### config.mk
export PLATFORM = sky130hd
export DESIGN_NAME = sweep_limit_guard_flat
export DESIGN_NICKNAME = d
export VERILOG_FILES = /design/src/rtl/sweep_limit_guard_if.sv /design/src/rtl/sweep_limit_guard.sv /design/src/flat_wrapper.sv
export SDC_FILE = /design/constraint.sdc
export NUM_CORES = 1
export LEC_CHECK = 0
export BUFFER_PORTS_ARGS = -buffer_cell sky130_fd_sc_hd__buf_2
export CORE_MARGIN = 5
export CORE_UTILIZATION = 47
export DETAILED_ROUTE_END_ITERATION = 16
export GPL_TIMING_DRIVEN = 1
export SETUP_SLACK_MARGIN = 0.3
export SLEW_MARGIN = 30
export SYNTH_ARGS = -nofsm -noshare
export SYNTH_HDL_FRONTEND = slang
export SYNTH_SLANG_ARGS = --single-unit
### constraint.sdc
create_clock -name clk_i -period 3.89 [get_ports clk_i]
set_input_delay 1.167 -clock clk_i [delete_from_list [all_inputs] [get_ports clk_i]]
set_output_delay 1.167 -clock clk_i [all_outputs]
set_load 0.02 [all_outputs]
### src/rtl/sweep_limit_guard_if.sv
// Handshake bundle between the servo sweep FSMs and the limit guard:
// per-channel enable/limit in, continue/done/timeout flags out.
interface sweep_limit_guard_if #(
    parameter int N_CH = 2
);
    logic [N_CH-1:0] en;
    logic [N_CH-1:0] limit;
    logic            clr_tmo;
    logic [N_CH-1:0] cont;
    logic [N_CH-1:0] done;
    logic [N_CH-1:0] tmo;

    modport master (output en, limit, clr_tmo, input cont, done, tmo);
    modport slave  (input en, limit, clr_tmo, output cont, done, tmo);
endinterface

### src/rtl/sweep_limit_guard.sv
// Multi-channel sweep-continue guard: each channel keeps CONT high until a
// blanked, glitch-qualified limit is accepted or the sweep times out.
module sweep_limit_guard_ch #(
    parameter int CNT_W     = 5,
    parameter int BLANK     = 8,
    parameter int HOLD      = 4,
    parameter int TIMEOUT_W = 16,
    parameter int TIMEOUT   = 50000
) (
    input  logic clk_i,
    input  logic rst_i,
    input  logic en_i,
    input  logic limit_i,
    input  logic clr_tmo_i,
    output logic cont_o,
    output logic done_o,
    output logic tmo_o
);
    typedef enum logic [1:0] {IDLE, BLANKING, QUAL, STOP} state_e;

    localparam logic [CNT_W-1:0]     BLANK_LAST = CNT_W'((BLANK > 0) ? BLANK - 1 : 0);
    localparam logic [CNT_W-1:0]     HOLD_LAST  = CNT_W'(HOLD - 1);
    localparam logic [TIMEOUT_W-1:0] TMO_LAST   = TIMEOUT_W'((TIMEOUT > 0) ? TIMEOUT - 1 : 0);

    state_e               state_q, state_d;
    logic [CNT_W-1:0]     blank_q, blank_d;
    logic [CNT_W-1:0]     hold_q, hold_d;
    logic [TIMEOUT_W-1:0] tcnt_q, tcnt_d;
    logic                 cont_q, cont_d;
    logic                 done_q, done_d;
    logic                 tmo_q, tmo_d;
    logic                 tmo_hit;
    logic                 accept;

    always_ff @(posedge clk_i) begin
        if (rst_i) begin
            state_q <= IDLE;
            blank_q <= '0;
            hold_q  <= '0;
            tcnt_q  <= '0;
            cont_q  <= 1'b0;
            done_q  <= 1'b0;
            tmo_q   <= 1'b0;
        end else begin
            state_q <= state_d;
            blank_q <= blank_d;
            hold_q  <= hold_d;
            tcnt_q  <= tcnt_d;
            cont_q  <= cont_d;
            done_q  <= done_d;
            tmo_q   <= tmo_d;
        end
    end

    always_comb begin
        state_d = state_q;
        blank_d = blank_q;
        hold_d  = hold_q;
        tcnt_d  = tcnt_q;
        cont_d  = cont_q;
        done_d  = 1'b0;
        tmo_d   = clr_tmo_i ? 1'b0 : tmo_q;
        tmo_hit = (TIMEOUT > 0) && (tcnt_q == TMO_LAST);
        accept  = 1'b0;

        if (!en_i) begin
            state_d = IDLE;
            blank_d = '0;
            hold_d  = '0;
            tcnt_d  = '0;
            cont_d  = 1'b0;
        end else begin
            case (state_q)
                IDLE: begin
                    state_d = (BLANK > 0) ? BLANKING : QUAL;
                    blank_d = '0;
                    hold_d  = '0;
                    tcnt_d  = '0;
                    cont_d  = 1'b1;
                end
                BLANKING: begin
                    tcnt_d  = tcnt_q + 1'b1;
                    blank_d = blank_q + 1'b1;
                    if (blank_q == BLANK_LAST) begin
                        state_d = QUAL;
                        blank_d = '0;
                        hold_d  = '0;
                    end
                end
                QUAL: begin
                    tcnt_d = tcnt_q + 1'b1;
                    if (limit_i) begin
                        if (hold_q == HOLD_LAST) accept = 1'b1;
                        else                     hold_d = hold_q + 1'b1;
                    end else begin
                        hold_d = '0;
                    end
                end
                STOP:    cont_d  = 1'b0;
                default: state_d = IDLE;
            endcase

            // Acceptance beats a timeout landing on the same edge.
            if (accept) begin
                state_d = STOP;
                cont_d  = 1'b0;
                done_d  = 1'b1;
            end else if (tmo_hit && (state_q == BLANKING || state_q == QUAL)) begin
                state_d = STOP;
                tcnt_d  = tcnt_q;
                cont_d  = 1'b0;
                tmo_d   = 1'b1;
            end
        end
    end

    assign cont_o = cont_q;
    assign done_o = done_q;
    assign tmo_o  = tmo_q;
endmodule

module sweep_limit_guard #(
    parameter int N_CH      = 2,
    parameter int CNT_W     = 5,
    parameter int BLANK     = 8,
    parameter int HOLD      = 4,
    parameter int TIMEOUT_W = 16,
    parameter int TIMEOUT   = 50000
) (
    input logic           clk_i,
    input logic           rst_i,
    sweep_limit_guard_if.slave bus
);
    logic [N_CH-1:0] cont_w, done_w, tmo_w;

    for (genvar g = 0; g < N_CH; g++) begin : g_ch
        sweep_limit_guard_ch #(
            .CNT_W(CNT_W), .BLANK(BLANK), .HOLD(HOLD),
            .TIMEOUT_W(TIMEOUT_W), .TIMEOUT(TIMEOUT)
        ) u_ch (
            .clk_i    (clk_i),
            .rst_i    (rst_i),
            .en_i     (bus.en[g]),
            .limit_i  (bus.limit[g]),
            .clr_tmo_i(bus.clr_tmo),
            .cont_o   (cont_w[g]),
            .done_o   (done_w[g]),
            .tmo_o    (tmo_w[g])
        );
    end

    assign bus.cont = cont_w;
    assign bus.done = done_w;
    assign bus.tmo  = tmo_w;
endmodule

### src/flat_wrapper.sv
// flat-port wrapper written by rule: the top's interface ports become plain ports
module sweep_limit_guard_flat 
#(
    parameter int N_CH      = 2,
    parameter int CNT_W     = 5,
    parameter int BLANK     = 8,
    parameter int HOLD      = 4,
    parameter int TIMEOUT_W = 16,
    parameter int TIMEOUT   = 50000
)
  (clk_i, rst_i, bus_en, bus_limit, bus_clr_tmo, bus_cont, bus_done, bus_tmo);
  sweep_limit_guard_if #(.N_CH(N_CH)) bus_i ();
  input logic clk_i;
  input logic rst_i;
  input wire logic [$bits(bus_i.en)-1:0] bus_en;
  input wire logic [$bits(bus_i.limit)-1:0] bus_limit;
  input wire logic [$bits(bus_i.clr_tmo)-1:0] bus_clr_tmo;
  output wire logic [$bits(bus_i.cont)-1:0] bus_cont;
  output wire logic [$bits(bus_i.done)-1:0] bus_done;
  output wire logic [$bits(bus_i.tmo)-1:0] bus_tmo;
  assign bus_i.en = bus_en;
  assign bus_i.limit = bus_limit;
  assign bus_i.clr_tmo = bus_clr_tmo;
  assign bus_cont = bus_i.cont;
  assign bus_done = bus_i.done;
  assign bus_tmo = bus_i.tmo;
  sweep_limit_guard #(.N_CH(N_CH), .CNT_W(CNT_W), .BLANK(BLANK), .HOLD(HOLD), .TIMEOUT_W(TIMEOUT_W), .TIMEOUT(TIMEOUT)) u_core (.clk_i(clk_i), .rst_i(rst_i), .bus(bus_i));
endmodule
==> results of run 1 <==
power by group through the flow:
| stage | Clock (mW) | Sequential (mW) | Combinational, mW |
|---|---|---|---|
| global placement | 0 | 0.658 | 0.0708 |
| floorplan | 0 | 0.657 | 0.0525 |
| CTS | 0.722 | 0.643 | 0.0706 |
| finish | 0.710 | 0.643 | 0.0705 |
| detailed placement | 0 | 0.658 | 0.0704 |
| global route | 0.753 | 0.643 | 0.0805 |
sequential cells by signal, summed over array words and instances (netlist names):
| signal | count |
|---|---|
| u_core.g_ch.u_ch.blank_q | 10 |
| u_core.g_ch.u_ch.state_q | 4 |
| u_core.g_ch.u_ch.hold_q | 10 |
| u_core.g_ch.u_ch.cont_o | 2 |
| u_core.g_ch.u_ch.done_o | 2 |
| u_core.g_ch.u_ch.tcnt_q | 32 |
| u_core.g_ch.u_ch.tmo_o | 2 |
through the flow:
step / instance area, um^2 / util, % / power, mW / hold WS, ps
2_1_floorplan: 3380 / - / 0.709 / 439
3_3_place_gp: 3480 / 48.8 / 0.729 / 467
3_5_place_dp: 3480 / 48.8 / 0.728 / 474
4_1_cts: 3730 / 52.2 / 1.44 / 484
5_1_grt: 3730 / 52.2 / 1.48 / 517
6_report: 3730 / 52.2 / 1.42 / 487
logic make-up (layout without fill, tap and decap cells):
kind of cell	count (synthesis)	count (layout)	synth area share [%]
AOI/OAI and AO/OA	88	88	16.3
adders and majority gates	16	16	5.92
and+or+nand+nor	209	209	32.8
buffers and inverters	36	43	4.70
muxes	5	5	1.48
DFF	62	62	36.7
xor gates and xnor gates	8	8	2.07
path summary, 6_finish.rpt:
path	to	slack (ps)	from
worst min-delay path	u_core.g_ch[0].u_ch.hold_q[1]$_SDFFE_PP0P_	490	u_core.g_ch[0].u_ch.hold_q[1]$_SDFFE_PP0P_
worst min register to register	u_core.g_ch[0].u_ch.hold_q[1]$_SDFFE_PP0P_	490	u_core.g_ch[0].u_ch.hold_q[1]$_SDFFE_PP0P_
worst max-delay path	u_core.g_ch[0].u_ch.tcnt_q[8]$_SDFFE_PP0P_	1370	u_core.g_ch[0].u_ch.state_q[0]$_SDFFE_PP0P_
worst max register to register	u_core.g_ch[0].u_ch.tcnt_q[8]$_SDFFE_PP0P_	1370	u_core.g_ch[0].u_ch.state_q[0]$_SDFFE_PP0P_
routing by layer:
| layer | GRT usage [%] | share of wire, % |
|---|---|---|
| met2 | 29.8 | 48 |
| met1 | 22.9 | 47 |
| met3 | 3.11 | 2.7 |
| met5 | 0 | 0 |
| met4 | 7.93 | 1.6 |
critical path, stage by stage (launching register included):
cell      delay (ps)
dfxtp_1          420
inv_1             90
ha_1             570
nand4b_1         220
nor4_4           430
a21oi_2           90
buf_4            210
nor4b_1          150
o31a_1           230
cell usage after synthesis (8+ instances only):
cell type,instances
ha_1,16
a31oi_1,11
a21oi_1,29
o21ai_0,15
clkbuf_1,17
nand2_1,48
nand4_1,14
nor2_1,45
nand3_1,28
xor2_1,8
nor3_1,14
dfxtp_1,62
inv_1,11
layout make-up:
| type | instances | area share, % |
|---|---|---|
| Clock buffer | 10 | 3.69 |
| Clock inverter | 6 | 2.92 |
| Inverter | 11 | 1.11 |
| Multi-Input combinational cell | 326 | 53.2 |
| Sequential cell | 62 | 33.3 |
| Tap cell | 99 | 3.32 |
| Timing Repair Buffer | 16 | 2.42 |
==> metrics.txt, run 1 <==
status=finished, final reports clean; DRT iter0 DRCs=99; antenna violations before repair=0; register area=0.00124 mm^2; fill count=713; core area=0.00714 mm^2; CTS Sinks=62; GR Util All Layers=18.0%; commonest non-fill, non-tap cell in the layout=dfxtp_1; Post-CTS Setup Bufs=0; max_cap viols=0; fmax=397 MHz; final net count=449; crit path time final=2520 ps; first-pass iteration count of the detailed router=4; ys async rst share=0%; clock buffer depth=2; Max-slew headroom=52.6%; largest net degree at the start of global routing=20; worst-path fanout max=15; die height=94.8 um; cell taking the most area after synthesis=dfxtp_1; dpl hpwl=5.21 mm; CP startpoint kind=flop; total negative slack=0 ps; Final Max Tran Viols=0; Hold Vio Cnt, Final=0; DP Cell Count=514; Mean Syn Cell Area=7.98 um^2; I/O pin count=13; Layout area overhead=10.1%; PostCTS Resize Cnt=0; Crit Path Category=reg -> reg; clock slew at reported path FFs=70 ps; H-tree levels=3; Yosys reg bits=62; crit share post-route=64.8%; vias in the first global route=2794; CTS tree=yes; clock power share=49.9%; number of library cell types mapped by synthesis=52; IO buf count=12; most frequent cells in the layout=dfxtp_1, nand2_1, nor2_1; sw frac=22.5%; Pwr Density=382 mW/mm^2; share of post-route cells with drive strength above 1=8.58%; post-detailed-route count of antenna-violating nets=0; maximum vdd drop=0.187 mV; Worst-Margin Slew=710 ps; Net Count, Synth=447; Yosys Warn Count=0; Fin Clk Skew=6.15 ps; vias per inst=5.62; WL per Instance=13.9 um; Hold-fix buffers, CTS=0; final setup fails=0; die area=0.00900 mm^2; gr ovfl total=0; crit path DAT=2760 ps; initial cell density of the core=47.4%; num rows=31; diodes inserted=0; R2R depth=8; multi-input combinational cell area=0.00198 mm^2; cell-internal power=1.10 mW; # DRC=0; first-pass GRT wire length=12.9 mm; Seq/Total Area, Yosys=36.7%; Synth area leaders=dfxtp_1, ha_1, nand2_1, nor2_1, a21oi_1; Most used DFF post-synth=dfxtp_1; DR vias=2980; DRT Wirelength=7.35 mm; CP endpoint kind=flop; Horiz. Die Dim=94.8 um; leakage=1.34 nW; Reg power frac=45.2%; Place WS=1090 ps; min-delay worst type=reg -> reg; RSZ-0062 raised after global routing=false; GPL Wtd Cong=0.825; Worst Hold Path Cells=2; logic gate share of total power=5.0%; final setup margin=1370 ps; Synth Instances=424; Cell Area, Synth=0.00338 mm^2; share of the synthesized area in the top cell type=36.7%; Root Buffer=clkbuf_8; non-filler cells, final=530; Clk Latency, worst-skew pair=340 ps; EDFF count, synth=0; Worst Path Required=4130 ps; Switch Pwr=0.320 mW; Inserted Clock Buffers=9
(Power assumes the default switching activity.)
==> run 2: changes to the inputs <==
ABC_AREA = 1   (was default)
PLACE_DENSITY = 0.66   (was default)
clock period = 2.09 ns   (was 3.89 ns; I/O delays follow)
==> run 2 against run 1 <==
  * Clock skew is 3.3 ps higher
  * Sequential power rose by 85%
  * Final area rose by 16%
  * Via count grew 20%
  * Global-route usage hardly changed
  * Routed wire length is 18% higher
  * Cell count grew 33%
  * Clock power rose by 48%
  * Sequential cell count stayed put
  * Combinational power rose by 97%
  * Sequential share of layout area down 4.3 points
  * Die area up 9.1%
  * Largest cell class unchanged
  * Highest routed layer unchanged
==> metrics.txt, run 2 <==
Hold Vio Cnt, Final=0 (unchanged); GR Util All Layers=18.0% (+0.021 points); max FFs per register=32 (unchanged); Horiz. Die Dim=99.1 um (+4.5%); register area=0.00126 mm^2 (+1.3%); crit share post-route=81.4% (+17 points); min-delay worst type=reg -> reg; status=finished, final reports clean; flop2flop setup slack=390 ps (-980 ps); Pwr Density=550 mW/mm^2 (+44%); die height=99.1 um (+4.5%); maximum vdd drop=0.255 mV (+36%); dpl hpwl=6.20 mm (+19%); vias per inst=5.08 (-9.7%); final net count=619 (+38%); Net Count, Synth=589 (+32%); num rows=32 (+3.2%); post-route cell area=0.00433 mm^2 (+16%); Seq/Total Area, Yosys=33.3% (-3.4 points); die area=0.00981 mm^2 (+9.1%); IO buf count=12 (unchanged); DRT Wirelength=8.65 mm (+18%); cells along the critical path=ha_1 > nand2_4 > nor2_8 > nand3_4 > nor2_4 > nand3_4 > buf_8 > a21oi_1 > nor2_1 > nor2_1; worst-path fanout max=6 (-9); Yosys Warn Count=0 (unchanged); antenna violations before repair=0 (unchanged); CTS Sinks=62 (unchanged); RR Startpoint=u_core.g_ch[1].u_ch.tcnt_q[1]$_SDFFE_PP0P_; fill count=749 (+5.0%); EDFF count, synth=0 (unchanged); Cell Area, Synth=0.00373 mm^2 (+10%); commonest non-fill, non-tap cell in the layout=nand2_1; most flop-heavy register=u_core.g_ch.u_ch.tcnt_q; Top Registers=u_core.g_ch.u_ch.tcnt_q (32), u_core.g_ch.u_ch.blank_q (10), u_core.g_ch.u_ch.hold_q (10); DR vias=3571 (+20%); # DRC=0 (unchanged); Clk Latency, worst-skew pair=350 ps (about the same); WL per Instance=12.3 um (-11%); clock buffer depth=2 (unchanged); Compound-Gate Fraction of Synth Area=10.4% (-5.9 points); CP bufs+invs=1 (-1); Root Buffer=clkbuf_8; Worst Path Required=2370 ps (-1760 ps); Commonest cells post-synth=nand2_1, nor2_1, inv_1; share of the synthesized area in the top cell type=33.3% (-3.4 points); DP Area=0.00391 mm^2 (+12%); fmax=587 MHz (+48%); vias in the first global route=3219 (+15%); Mean Syn Cell Area=6.59 um^2 (-17%); mux cell area share after synthesis=0% (-1.5 points); first-pass GRT wire length=14.7 mm (+14%); synthesized-area fraction occupied by adder cells=5.37% (-0.55 points); Yosys reg bits=62 (unchanged); RSZ-0062 raised after global routing=true; XOR/XNOR share of the synthesized area=2.11% (+0.043 points); Layout area overhead=16.1%; final setup fails=0 (unchanged); count leader, synth=nand2_1; Worst Hold Path Cells=1 (-1); DRT iter0 DRCs=184 (+86%); diodes inserted=0 (unchanged); core area=0.00773 mm^2 (+8.3%); total negative slack=0 ps (unchanged); GPL Wtd Cong=0.869 (+5.2%); post-detailed-route count of antenna-violating nets=0 (unchanged); share of post-route cells with drive strength above 1=16.3% (+7.7 points); cell taking the most area after synthesis=dfxtp_1; R2R depth=10 (+2); most frequent cells in the layout=nand2_1, nor2_1, inv_1; max_cap viols=0 (unchanged); worst reg2reg path endpoint=u_core.g_ch[1].u_ch.tcnt_q[14]$_SDFFE_PP0P_; largest family of logic cells by synthesized area=simple AND/OR/NAND/NOR gates; Synth Area in Simple Gates=38.5% (+5.7 points); CP startpoint kind=flop; CP endpoint kind=flop; Total Power=2.38 mW (+67%); number of library cell types mapped by synthesis=35 (-33%); Critical-path top delay cell=dfxtp_1; WHS Endpoint=u_core.g_ch[0].u_ch.blank_q[4]$_SDFFE_PP0P_; Final Max Tran Viols=0 (unchanged); clock slew at reported path FFs=80 ps (about the same); multi-input combinational cell area=0.00221 mm^2 (+12%); gr ovfl total=0 (unchanged); CTS tree=yes; H-tree levels=3 (unchanged); leakage=1.78 nW (+33%); initial cell density of the core=48.3% (+0.85 points); first-pass iteration count of the detailed router=5 (+1); largest delay contributor family on the critical path=simple AND/OR/NAND/NOR gates; crit path DAT=1990 ps (-770 ps); ys async rst share=0% (unchanged); Worst-Margin Slew=385 ps (-326 ps); largest net degree at the start of global routing=18 (-10%); I/O pin count=13 (unchanged); WP depth=10 (+2); Inserted Clock Buffers=9 (unchanged); crit path time final=1700 ps (-820 ps); Max-slew headroom=74.3% (+22 points); Synth area leaders=dfxtp_1, nand2_1, nor2_1, inv_1, nand3_1; slowest stage delay, CP=380 ps (-190 ps); Crit Path Category=reg -> reg; Fin Clk Skew=9.45 ps (+3.30 ps); HP Start=u_core.g_ch[0].u_ch.blank_q[4]$_SDFFE_PP0P_; Most used DFF post-synth=dfxtp_1; Hold-fix buffers, CTS=0 (unchanged); Synth Instances=566 (+33%)
==> run 2: changes by cell type in the layout (fill, tap and decap cells not counted), moves of 7 or more <==
cell,before,now
nand2b_1,7,0
nand3_1,28,48
dfxtp_1,62,55
a31oi_1,11,0
inv_1,11,65
nor2b_1,7,0
buf_4,4,20
nand2_1,48,124
nor2_1,45,91
==> run 2: logic make-up after synthesis <==
logic type / Yosys count
AO/OA/AOI/OAI: 67
XOR/XNOR: 9
adder cells (fa/ha/maj): 16
buffers and inverters: 91
flip-flops: 62
AND/OR/NAND/NOR: 321
==> run 2: worst max path at each step <==
| stage | from | endpoint | slack [ps] |
|---|---|---|---|
| 6_report | u_core.g_ch[1].u_ch.tcnt_q[1]$_SDFFE_PP0P_ | u_core.g_ch[1].u_ch.tcnt_q[14]$_SDFFE_PP0P_ | 390 |
| 3_5_place_dp | bus_limit[1] | u_core.g_ch[1].u_ch.hold_q[3]$_SDFFE_PP0P_ | 140 |
| 5_1_grt | u_core.g_ch[1].u_ch.state_q[0]$_SDFFE_PP0P_ | u_core.g_ch[1].u_ch.hold_q[0]$_SDFFE_PP0P_ | 280 |
| 3_3_place_gp | bus_limit[1] | u_core.g_ch[1].u_ch.hold_q[3]$_SDFFE_PP0P_ | 120 |
| 4_1_cts | u_core.g_ch[0].u_ch.state_q[1]$_SDFFE_PP0P_ | u_core.g_ch[0].u_ch.tcnt_q[1]$_SDFFE_PP0P_ | 300 |
| 2_1_floorplan | u_core.g_ch[1].u_ch.state_q[0]$_SDFFE_PP0P_ | u_core.g_ch[1].u_ch.tcnt_q[8]$_SDFFE_PP0P_ | 370 |
==> run 2: report_power, final <==
group / internal, mW / total, mW / switching [mW]
Combinational: 0.0494 / 0.139 / 0.0899
Clock: 0.546 / 1.05 / 0.500
Sequential: 1.19 / 1.19 / 0.00710
Total: 1.78 / 2.38 / 0.597
==> run 2: per-stage QoR <==
| stage | setup slack (ps) | utilization [%] | instances | hold slack (ps) |
|---|---|---|---|---|
| 6_report | 388 | 56.0 | 703 | 473 |
| 5_1_grt | 282 | 56.0 | 703 | 504 |
| 4_1_cts | 301 | 53.8 | 695 | 476 |
| 3_5_place_dp | 143 | 50.6 | 677 | 464 |
| 3_3_place_gp | 115 | 50.6 | 677 | 450 |
| 2_1_floorplan | 374 | - | 566 | 437 |
==> run 2: final cells by class <==
cell class	count	area share (%)
clock buffers	10	2.95
clock inverters	6	1.45
inverters	75	6.71
multi-input cells	414	51.1
flip-flops and latches	62	29.1
well taps	102	2.95
repair buffers	34	5.78
==> run 2: timing repair <==
action,CTS,global route
buffers inserted,2,6
resized for setup,12,32
cloned,0,2
setup endpoints to repair,32,43
pin swaps,1,8
==> run 2: routing by layer <==
metal  vias to the layer above  routed length, um  GRT usage [%]
met5                         -                  0              0
met4                         0                123           5.99
met3                        10                405           4.25
met2                        72               3820           27.8
met1                      1607               4300           24.7
li1                       1882                  -              -
==> run 3: changes to the inputs <==
clock period = 1.4 ns   (was 2.09 ns; I/O delays follow)
==> run 3 against run 2 <==
  * The run now ends with setup timing left
  * Critical path type unchanged
  * Die area unchanged
  * Routed wire length rose by 73%
  * Utilization up 24 points
  * Non-clock buffer count up 126
  * Largest cell class unchanged
  * Clock power up 77%
  * Final area up 43%
  * Count of clock-buffer cells in the layout is 1 lower
  * Via count grew 32%
  * Global-route usage is 7.3 points higher
  * First-iteration DRC count increased by 25%
  * Fmax decreased by 6.6%
==> metrics.txt, run 3 (synthesis results as in run 2) <==
crit path DAT=2130 ps (+140 ps); fmax=549 MHz (-6.6%); clock buffer depth=2 (unchanged); min-delay worst type=in -> reg; non-filler cells, final=831 (+18%); Place WS=-274 ps (-418 ps); final setup fails=58 (+58); most frequent cells in the layout=buf_4, nand2_1, nor2_1; Final Max Tran Viols=0 (unchanged); H-tree levels=3 (unchanged); final net count=747 (+21%); Crit Path Category=reg -> reg; vias per inst=5.66 (+11%); CP bufs+invs=3 (+2); # DRC=0 (unchanged); Inserted Clock Buffers=9 (unchanged); CP endpoint kind=flop; Hold-fix buffers, CTS=0 (unchanged); gr ovfl total=0 (unchanged); DP Area=0.00481 mm^2 (+23%); crit share post-route=130% (+49 points); share of post-route cells with drive strength above 1=48.7% (+32 points); dpl hpwl=7.54 mm (+22%); Hold Vio Cnt, Final=0 (unchanged); final setup margin=-423 ps (-811 ps); DRT Wirelength=15.0 mm (+73%); multi-input combinational cell area=0.00287 mm^2 (+30%); IO buf count=12 (unchanged); max FFs per register=32 (unchanged); core area=0.00773 mm^2 (unchanged); Pwr Density=662 mW/mm^2 (+20%); status=finished, violations left; DP Cell Count=771 (+14%); DR vias=4704 (+32%); crit path time final=1820 ps (+121 ps); GR Util All Layers=25.3% (+7.3 points); die area=0.00981 mm^2 (unchanged); Top Registers=u_core.g_ch.u_ch.tcnt_q (32), u_core.g_ch.u_ch.blank_q (10), u_core.g_ch.u_ch.hold_q (10); Clk Latency, worst-skew pair=380 ps (+30 ps); leakage=2.68 nW (+51%); num rows=32 (unchanged); first-pass GRT wire length=20.1 mm (+37%); total negative slack=-14120 ps (-14120 ps); Root Buffer=clkbuf_8; slowest stage delay, CP=390 ps (about the same); Horiz. Die Dim=99.1 um (unchanged); worst-path fanout max=5 (-1); post-detailed-route count of antenna-violating nets=0 (unchanged); post-route cell area=0.00620 mm^2 (+43%); WL per Instance=18.1 um (+47%); Critical-path top delay cell=dfxtp_4; clock slew at reported path FFs=100 ps (+20 ps); register area=0.00127 mm^2 (+0.80%); GPL Wtd Cong=0.893 (+2.8%); CP startpoint kind=flop; fill count=441 (-41%); max_cap viols=0 (unchanged); commonest non-fill, non-tap cell in the layout=buf_4; die height=99.1 um (unchanged); vias in the first global route=4396 (+37%); initial cell density of the core=48.3% (unchanged); largest net degree at the start of global routing=13 (-5); failing checks=setup timing; Fin Clk Skew=29.2 ps (+19.8 ps); RSZ-0062 raised after global routing=true; Worst-Margin Slew=420 ps (+35.2 ps); most flop-heavy register=u_core.g_ch.u_ch.tcnt_q; I/O pin count=13 (unchanged); Max-slew headroom=71.8% (-2.5 points); cells along the critical path=inv_4 > ha_4 > nand2_2 > inv_2 > nand3_4 > nor2_4 > nand3_4 > buf_6 > a21oi_1 > nor2_1 > nor2_1; Layout area overhead=66.3%; CTS Sinks=62 (unchanged); largest delay contributor family on the critical path=simple AND/OR/NAND/NOR gates; DRT iter0 DRCs=230 (+25%); Worst Path Required=1700 ps (-670 ps); CTS tree=yes; maximum vdd drop=0.582 mV (+130%); antenna violations before repair=0 (unchanged); first-pass iteration count of the detailed router=5 (unchanged); diodes inserted=0 (unchanged)
## run 3: per-stage QoR
stage	utilization, %	total power, mW	hold WS, ps
floorplan	-	2.00	437
CTS	74.4	4.02	345
global route	80.2	4.22	359
finish	80.2	4.10	351
global placement	62.3	2.10	454
detailed placement	62.3	2.11	454
## run 3: final cells by class
type | instances | share of cell area (%)
multi-input combinational | 415 | 46.2
timing repair buffer | 160 | 22.3
sequential | 62 | 20.4
inverter | 75 | 5.37
tap | 102 | 2.06
clock buffer | 9 | 2.00
clock inverter | 7 | 1.57
timing repair inverter | 1 | 0.0807
## run 3: per-layer routing
layer / vias up / share of wire (%) / global-route usage, %
met5: - / 0 / 0
met2: 244 / 52 / 46.8
met3: 109 / 6.6 / 5.45
met4: 0 / 6.4 / 12.9
li1: 2142 / - / -
met1: 2209 / 35 / 26.6
## run 3: worst min-delay path, stage by stage
cell and delay [ps]:
buf_2 80, inv_1 50, nand3_1 90, o21ai_2 50
## run 3: path summary, 6_finish.rpt
| kind | start | slack, ps | depth (start not counted) | endpoint |
|---|---|---|---|---|
| setup reg to reg | u_core.g_ch[1].u_ch.state_q[1]$_SDFFE_PP0P_ | -420 | 11 | u_core.g_ch[1].u_ch.tcnt_q[14]$_SDFFE_PP0P_ |
| hold / removal | bus_clr_tmo | 350 | 4 | u_core.g_ch[0].u_ch.tmo_o$_SDFF_PP0_ |
| hold reg to reg | u_core.g_ch[0].u_ch.blank_q[0]$_SDFFE_PP0P_ | 490 | 1 | u_core.g_ch[0].u_ch.blank_q[0]$_SDFFE_PP0P_ |
| setup / recovery | u_core.g_ch[1].u_ch.state_q[1]$_SDFFE_PP0P_ | -420 | 11 | u_core.g_ch[1].u_ch.tcnt_q[14]$_SDFFE_PP0P_ |
## run 3: timing repair
item	4_1_cts	5_1_grt
cloned	5	0
pin swaps	47	47
setup endpoints to repair	68	68
gates resized for setup	132	92
setup buffers	27	12
## run 3: report_power, final
group,total [mW],switching [mW],internal (mW)
registers,1.78,0.0118,1.77
logic,0.462,0.259,0.203
clock network,1.86,0.849,1.01
total,4.10,1.12,2.98
